### src/rtl/pulse_detector.sv
// Hysteresis pulse detector: measures peak and length of each pulse and emits one AXI4-Stream record per pulse.
// Optional macro PULSE_TIMESTAMP_EN prepends the start-beat timestamp to each record.
module pulse_detector #(
  parameter int WIDTH     = 16,
  parameter int CNT_WIDTH = 16,
  parameter int TS_WIDTH  = 32
`ifdef PULSE_TIMESTAMP_EN
  , localparam int TS_BITS = TS_WIDTH
`else
  , localparam int TS_BITS = 0 * TS_WIDTH
`endif
) (
  input  logic                                 clk,
  input  logic                                 reset,
  input  logic                                 enable,
  input  logic [WIDTH-1:0]                     threshold_high,
  input  logic [WIDTH-1:0]                     threshold_low,
  input  logic                                 s_tvalid,
  output logic                                 s_tready,
  input  logic [WIDTH-1:0]                     s_tdata,
  output logic                                 m_tvalid,
  input  logic                                 m_tready,
  output logic [TS_BITS+WIDTH+CNT_WIDTH-1:0]   m_tdata,
  output logic [15:0]                          drop_count,
  output logic                                 busy
);

  typedef enum logic [1:0] {IDLE, ARMED, IN_PULSE} state_t;

  state_t state_reg, state_next;
  logic signed [WIDTH-1:0] sample, thr_hi, thr_lo;
  logic signed [WIDTH-1:0] peak_reg, peak_next;
  logic [CNT_WIDTH-1:0]    length_reg, length_next;
  logic                    above_high, below_low;
  logic                    rec_gen;
  logic [TS_BITS+WIDTH+CNT_WIDTH-1:0] rec_data;

  assign sample     = s_tdata;
  assign thr_hi     = threshold_high;
  assign thr_lo     = threshold_low;
  assign above_high = (sample >= thr_hi);
  assign below_low  = (sample < thr_lo);
  assign s_tready   = 1'b1;
  assign busy       = (state_reg == IN_PULSE);

  always_comb begin
    state_next  = state_reg;
    peak_next   = peak_reg;
    length_next = length_reg;
    rec_gen     = 1'b0;
    if (!enable) begin
      state_next = IDLE;
    end else if (s_tvalid) begin
      case (state_reg)
        IDLE: begin
          if (below_low) state_next = ARMED;
        end
        ARMED: begin
          if (above_high) begin
            state_next  = IN_PULSE;
            peak_next   = sample;
            length_next = CNT_WIDTH'(1);
          end
        end
        IN_PULSE: begin
          // The terminating sample contributes to neither peak nor length.
          if (below_low) begin
            rec_gen    = 1'b1;
            state_next = ARMED;
          end else begin
            if (length_reg != '1) length_next = length_reg + 1'b1;
            if (sample > peak_reg) peak_next = sample;
          end
        end
        default: state_next = IDLE;
      endcase
    end
  end

  always_ff @(posedge clk or posedge reset) begin
    if (reset) begin
      state_reg  <= IDLE;
      peak_reg   <= '0;
      length_reg <= '0;
    end else begin
      state_reg  <= state_next;
      peak_reg   <= peak_next;
      length_reg <= length_next;
    end
  end

`ifdef PULSE_TIMESTAMP_EN
  logic [TS_WIDTH-1:0] ts_reg, ts_start_reg;
  logic                pulse_start;

  assign pulse_start = enable & s_tvalid & (state_reg == ARMED) & above_high;

  always_ff @(posedge clk or posedge reset) begin
    if (reset) begin
      ts_reg       <= '0;
      ts_start_reg <= '0;
    end else begin
      if (s_tvalid)    ts_reg       <= ts_reg + 1'b1;
      if (pulse_start) ts_start_reg <= ts_reg;
    end
  end

  assign rec_data = {ts_start_reg, peak_reg, length_reg};
`else
  assign rec_data = {peak_reg, length_reg};
`endif

  // Single-entry output register; a record arriving while it is full and not draining is dropped.
  always_ff @(posedge clk or posedge reset) begin
    if (reset) begin
      m_tvalid   <= 1'b0;
      m_tdata    <= '0;
      drop_count <= '0;
    end else if (rec_gen) begin
      if (!m_tvalid || m_tready) begin
        m_tvalid <= 1'b1;
        m_tdata  <= rec_data;
      end else if (drop_count != 16'hFFFF) begin
        drop_count <= drop_count + 16'd1;
      end
    end else if (m_tvalid && m_tready) begin
      m_tvalid <= 1'b0;
    end
  end

endmodule

### config.mk
export PLATFORM = sky130hd
export DESIGN_NAME = pulse_detector
export DESIGN_NICKNAME = d
export VERILOG_FILES = /design/src/rtl/pulse_detector.sv
export SDC_FILE = /design/constraint.sdc
export NUM_CORES = 1
export LEC_CHECK = 0
export BUFFER_PORTS_ARGS = -buffer_cell sky130_fd_sc_hd__buf_2
export CAP_MARGIN = 25
export CORE_MARGIN = 1.5
export CORE_UTILIZATION = 45
export DETAILED_ROUTE_END_ITERATION = 7
export PLACE_DENSITY_LB_ADDON = 0.3
export SYNTH_ARGS = -nofsm -noshare
export SYNTH_HDL_FRONTEND = slang
export SYNTH_SLANG_ARGS = --single-unit
### constraint.sdc
create_clock -name clk -period 2.4 [get_ports clk]
set_input_delay 0 -clock clk [delete_from_list [all_inputs] [get_ports clk]]
set_output_delay 0 -clock clk [all_outputs]
set_load 0.01 [all_outputs]
**After elaboration in Yosys (flattened, before gate mapping)**

Index checks and enable logic that the tools add are counted.

- Flip-flop bits (word level): 83
- Latch bits: 0
- Bits in writable memories: 0
- Memory bits (read-only): 0
- Input port bits: 53
- Output and inout bits: 51
- Memories: 0

- Add/sub/neg operators: 2
- Multiply operators: 0
- Div/mod/pow operators: 0
- $lt $le $gt $ge: 3
- Eq/ne operators: 12
- Shift operators: 0
- Mux-type cells: 20
- Bitwise gates (word level): 1
- Reductions and logical operators: 13

Operators by type and width:

| kind | number |
|---|---|
| $mux 16 | 6 |
| $pmux 16 s2 | 2 |
| $add 16x1->16 const B | 2 |
| $ne 16x16->1 const B | 2 |
| $ge 16x16->1 | 1 |
| $gt 16x16->1 | 1 |
| $lt 16x16->1 | 1 |
| $reduce_and 6->1 | 2 |
| $mux 2 | 4 |
| $ne 2x1->1 const B | 4 |
| $mux 1 | 7 |
| $reduce_and 3->1 | 2 |
| $ne 2x2->1 const B | 2 |
| $pmux 2 s2 | 1 |
| $reduce_and 2->1 | 2 |
| $reduce_bool 2->1 | 2 |
| $ne 3x2->1 const B | 1 |
| $ne 3x3->1 const B | 1 |
| $eq 2x1->1 const B | 1 |
| $eq 2x2->1 const B | 1 |
| $logic_not 2->1 | 1 |
| $reduce_or 2->1 | 1 |
| $logic_and 1x1->1 | 1 |
| $logic_not 1->1 | 1 |
| other kinds (2) | 2 |

**Logic depth before layout (Yosys ltp)**

- Depth in word-level cells: 7
- Depth in mapped cells: 11
- Depth with buffers taken out: 9

**Worst setup path before layout**

No wires, ideal clock.

- Kind: register to register
- Start: register state_reg[0]
- End: register m_tdata[0]
- Arrival time: 2381 ps
- Data required time: 2275 ps
- Slack: -106 ps
- Cell stages (with the launch flop): 11
- Path buffers: 2
- Clock period less this slack: 2506 ps
- Cells stage by stage: dfrtp_1 > inv_1 > ha_1 > clkbuf_1 > inv_1 > nor4_1 > a21oi_1 > or2_1 > nor2_4 > buf_6 > mux2_2

- Word-level cells in the longest chain between the ends: 5

RTL lines:

| element | RTL line | text |
|---|---|---|
| start, declared | 30 | `state_t state_reg, state_next;` |
| start signal, assigned | 86 | `state_reg <= state_next;` |
| $eq 2x2->1 | -- |  |
| net busy | 25 | `output logic busy` |
| $mux 1 | 54 | `case (state_reg)` |
| $mux 1 | 53 | `end else if (s_tvalid) begin` |
| $mux 1 | 51 | `if (!enable) begin` |
| $reduce_and 2->1 (no source line) | -- |  |
| end signal, assigned | 122 | `m_tdata <= rec_data;` |
| end, declared | 23 | `output logic [TS_BITS+WIDTH+CNT_WIDTH-1:0] m_tdata,` |

The timed path passes the listed nets, and every way through them passes these cells.
A chain may end at the register's enable or synchronous reset.

**Worst setup path after layout**

- Start: register peak_reg[9]
- End: register peak_reg[12]

- Word-level cells in the longest chain between the ends: 3

RTL lines:

| element | RTL line | text |
|---|---|---|
| start, declared | 32 | `logic signed [WIDTH-1:0] peak_reg, peak_next;` |
| start signal, assigned | 87 | `peak_reg <= peak_next;` |
| $gt 16x16->1 | 72 | `if (sample > peak_reg) peak_next = sample;` |
| $ne 2x1->1 (no source line) | -- |  |
| $reduce_and 6->1 (no source line) | -- |  |

Every way passes these cells.

==> impl_metrics.yaml <==
status:
  status: "complete, but fails checks"
  violations_in_the_final_reports: "negative setup slack"
min_path:
  worst_hold_path_type: "in -> reg"
  hold_path_startpoint: "m_tready"
  hold-path-endpoint: "m_tvalid$_DFFE_PP0P_"
  min_delay_path_depth: 3
power_and_ir_drop:
  intPower_uw: 3564
  netSwitchingPower_uw: 1590
  power_density_mw_per_mm2: 741.4
  comb_power_share: 0.345
  leakage_uw: 0.003646
  power.clock.fraction: 0.297
  peakVddDrop_v: 0.0004306
  sw_ratio: 0.3085
  power.sequential.fraction: 0.358
clock_network:
  cts.root.buffer_cell: "sky130_fd_sc_hd__clkbuf_16"
  clock_tree.htree_level_count: 3
  clk-insertion-delay-late_ns: 0.34
  cts_made_buffers: 9
  clkSlewWorstSetupHoldPaths_ns: 0.06
  ctsLongestPathBuffers: 2
  cts.sink_count: 83
  cts_tree: "built"
yosys:
  synthDominantCellAreaShare: 0.4065
  synth-edff-count: 0
  synth.top_cells.by_area: "sky130_fd_sc_hd__dfrtp_1 (41%), sky130_fd_sc_hd__ha_1 (13%), sky130_fd_sc_hd__mux2_2 (8.4%), sky130_fd_sc_hd__inv_1 (4.8%), sky130_fd_sc_hd__mux2_4 (2.9%)"
  synth_largest_area_cell: "sky130_fd_sc_hd__dfrtp_1"
  synth_compound_area_frac: 0.1180
  yosys_most_used_dff: "sky130_fd_sc_hd__dfrtp_1"
  synth.area.mux_share: 0.1232
  synthSimpleGateAreaFrac: 0.1298
  mappedNetlistArea_sq_mm: 0.005110
  synth_nets: 589
  yosys.area_share.xor_xnor: 0.02400
  per_instance_average_area_after_synthesis_sq_um: 10.58
  synth_top_family_by_area: "simple AND/OR/NAND/NOR gates"
  synth_adder_area_share: 0.1298
  synth_seq_area_share: 0.4065
  netlist_instances: 483
  async_reset_ff_frac: 1.000
  synth.lib_cells_used.distinct: 54
  synth_warnings: 0
  synth.ff_latch_count: 83
setup_path:
  critPathMaxFanout: 5
  category_of_the_worst_setup_path_capture_point: "flip-flop"
  r2r_slack_ns: -0.19
  series_of_cell_instances_along_the_critical_path: "inv_1 > ha_4 > nand4_1 > buf_4 > o41ai_4 > mux2i_2 > o211ai_4 > clkbuf_16 > mux2_4"
  crit_type: "reg -> reg"
  crit_path_max_incr_delay_ns: 0.38
  worst-r2r-cell-count: 9
  reg2reg_from: "peak_reg[9]$_DFFE_PP0P_"
  critical-path-top-delay-family: "compound AO/OA/AOI/OAI gates"
  worst-endpoint-required_ns: 2.62
  crit_path_start_kind: "flip-flop"
  crit_path_dat_ns: 2.81
  critical_path.n_buffers_inverters: 3
  critical_path_top_delay_cell: "sky130_fd_sc_hd__dfrtp_1"
  crit-reg2reg-capture: "peak_reg[12]$_DFFE_PP0P_"
cells_and_area:
  nets: 760
  final_common_cell: "sky130_fd_sc_hd__buf_2"
  area.growth.synth_to_final_pct: 36.02
  postLayoutCoreUtil: 0.6356
  final_cell_mix: "sky130_fd_sc_hd__buf_2 (102), sky130_fd_sc_hd__dfrtp_1 (83), sky130_fd_sc_hd__inv_1 (63)"
  drive_gt1_frac: 0.3945
  number_of_flip_flops_under_the_largest_register_name: 32
  n_antenna_cell: 0
  final_design_area_no_fill_sq_mm: 0.006950
  registers.top_by_ff_count: "m_tdata"
  fillers: 854
floorplanning:
  dieArea_sq_mm: 0.01200
  core_area_sq_mm: 0.01094
  die_w_um: 109.6
  design.portCount: 104
  rows: 38
  start_util: 0.4673
  die_height_um: 109.6
timing:
  worst_max_slew_pin_slew_ns: 0.5986
  finClkSkew_ns: 0.006002
  drv_slew: 0
  fin_ws_ns: -0.1867
  min_period_over_period: 1.078
  relSlewSlack: 0.6005
  timing_hold_violations_final: 0
  whs_ns: 0.09328
  setup-violations-final: 16
  timing.fmax_ghz: 0.3866
  final_period_minus_worst_setup_slack_ns: 2.587
  rsz_0062_raised_after_global_routing: "true"
route:
  routed_wl_um: 13830
  via_count: 4462
  first_pass_iters: 4
  remaining_drc_errors: 0
  post_drt_wl_per_cell_um: 17.31
  routed_via_density: 5.584
  drt_first_iter_violations: 226
  route.antenna.remaining_nets: 0
grt:
  gr-usage-all-layers: 0.2231
  global_route_wire_length_before_repair_um: 20840
  maximum_number_of_pins_on_one_net_before_global_route_repair: 51
  grt_use_met2: 0.3722
  grt.met3_usage: 0.04801
  initial_antenna_violation_count: 0
  grt.busiest_layer: "met2"
  grt_use_met1: 0.2882
  globalRoute.totalOverflow: 0
  first_global_vias: 4409
placed_design:
  gp_congestion: 0.8552
  detailedPlace.worstSlack_ns: -0.3540
  buffer_ports.inserted: 102
  postPlaceCellArea_sq_mm: 0.006051
  detailedPlacementHpwl_um: 9285
job:
  timing.max_cap.violations: 0
## routing by layer
| metal | vias up | wire length [um] |
|---|---|---|
| met5 | - | 0 |
| met4 | 0 | 341 |
| met3 | 32 | 791 |
| met2 | 142 | 6874 |
| met1 | 2191 | 5824 |
| li1 | 2097 | - |
## through the flow
stage	TNS, ns	cells	total power (uW)
after floorplan	0	483	2653
after detailed placement	-9.463	751	3267
after CTS	-0.1565	789	4873
final	-2.751	799	5153
after global routing	-4.243	799	5409
after global placement	-5.783	751	3181
## power groups by stage
stage               clock (uW)  sequential, uW  combinational (uW)
finish                    1530            1850                1780
global route              1620            1870                1920
CTS                       1540            1840                1490
detailed placement           0            1860                1410
global placement             0            1840                1340
floorplan                    0            1850                 800
## Yosys cell counts (3+ instances only)
cell,n
sky130_fd_sc_hd__o21ai_0,10
sky130_fd_sc_hd__a21o_1,6
sky130_fd_sc_hd__clkbuf_1,4
sky130_fd_sc_hd__mux2_2,38
sky130_fd_sc_hd__buf_6,5
sky130_fd_sc_hd__xor2_1,4
sky130_fd_sc_hd__and4_1,4
sky130_fd_sc_hd__a21oi_1,18
sky130_fd_sc_hd__nor3_1,10
sky130_fd_sc_hd__o211ai_1,3
sky130_fd_sc_hd__ha_1,53
sky130_fd_sc_hd__mux2i_1,4
sky130_fd_sc_hd__nand4_1,17
sky130_fd_sc_hd__a31oi_1,14
sky130_fd_sc_hd__dfrtp_1,83
sky130_fd_sc_hd__and2_1,4
sky130_fd_sc_hd__nand2b_1,3
sky130_fd_sc_hd__nand2_1,23
sky130_fd_sc_hd__nor2_1,7
sky130_fd_sc_hd__and3_1,8
sky130_fd_sc_hd__a31o_2,7
sky130_fd_sc_hd__xnor2_1,10
sky130_fd_sc_hd__a211oi_1,5
sky130_fd_sc_hd__nor4_1,7
sky130_fd_sc_hd__inv_1,66
sky130_fd_sc_hd__nand3_1,22
sky130_fd_sc_hd__a32o_1,3
sky130_fd_sc_hd__nor2b_1,5
sky130_fd_sc_hd__mux2_4,10
## repair_timing
item	in CTS	in global routing
resized for setup	6	29
setup endpoints to repair	17	59
hold buffers	19	1
buffers inserted	3	7
endpoints found under the hold margin	50	1
pin swaps	2	17
cloned	0	3
## area by class of cell
type | instances | area [sq um] | share of cell area
Clock buffer | 10 | 239.0 | 0.03438
Sequential cell | 83 | 2077 | 0.2988
Inverter | 66 | 249.0 | 0.03582
Multi-Input combinational cell | 320 | 2893 | 0.4162
Timing Repair Buffer | 174 | 1230 | 0.1770
Clock inverter | 6 | 87.58 | 0.01260
Tap cell | 140 | 175.2 | 0.02520
## worst max path at each step
stage,start,to,slack (ns),cells after the start
after floorplan,state_reg[0]$_DFFE_PP0P_,m_tdata[0]$_DFFE_PP0P_,0.002,10
after CTS,peak_reg[13]$_DFFE_PP0P_,peak_reg[8]$_DFFE_PP0P_,-0.03,9
after detailed placement,peak_reg[1]$_DFFE_PP0P_,peak_reg[8]$_DFFE_PP0P_,-0.35,9
after global routing,peak_reg[11]$_DFFE_PP0P_,peak_reg[1]$_DFFE_PP0P_,-0.27,9
final,peak_reg[9]$_DFFE_PP0P_,peak_reg[12]$_DFFE_PP0P_,-0.19,9
after global placement,peak_reg[1]$_DFFE_PP0P_,peak_reg[8]$_DFFE_PP0P_,-0.23,9
## logic make-up after synthesis
family,after synthesis
xor gates and xnor gates,14
adders and majority gates,53
AOI/OAI and AO/OA,82
DFF,83
muxes,53
other,1
and+or+nand+nor,117
buffers and inverters,80
## worst reg2reg max path, cell delays in order, from the launching register on
cell,delay [ns]
sky130_fd_sc_hd__dfrtp_1,0.38
sky130_fd_sc_hd__inv_1,0.10
sky130_fd_sc_hd__ha_4,0.29
sky130_fd_sc_hd__nand4_1,0.22
sky130_fd_sc_hd__buf_4,0.25
sky130_fd_sc_hd__o41ai_4,0.29
sky130_fd_sc_hd__mux2i_2,0.13
sky130_fd_sc_hd__o211ai_4,0.29
sky130_fd_sc_hd__clkbuf_16,0.22
sky130_fd_sc_hd__mux2_4,0.29
(Power assumes the default switching activity.)
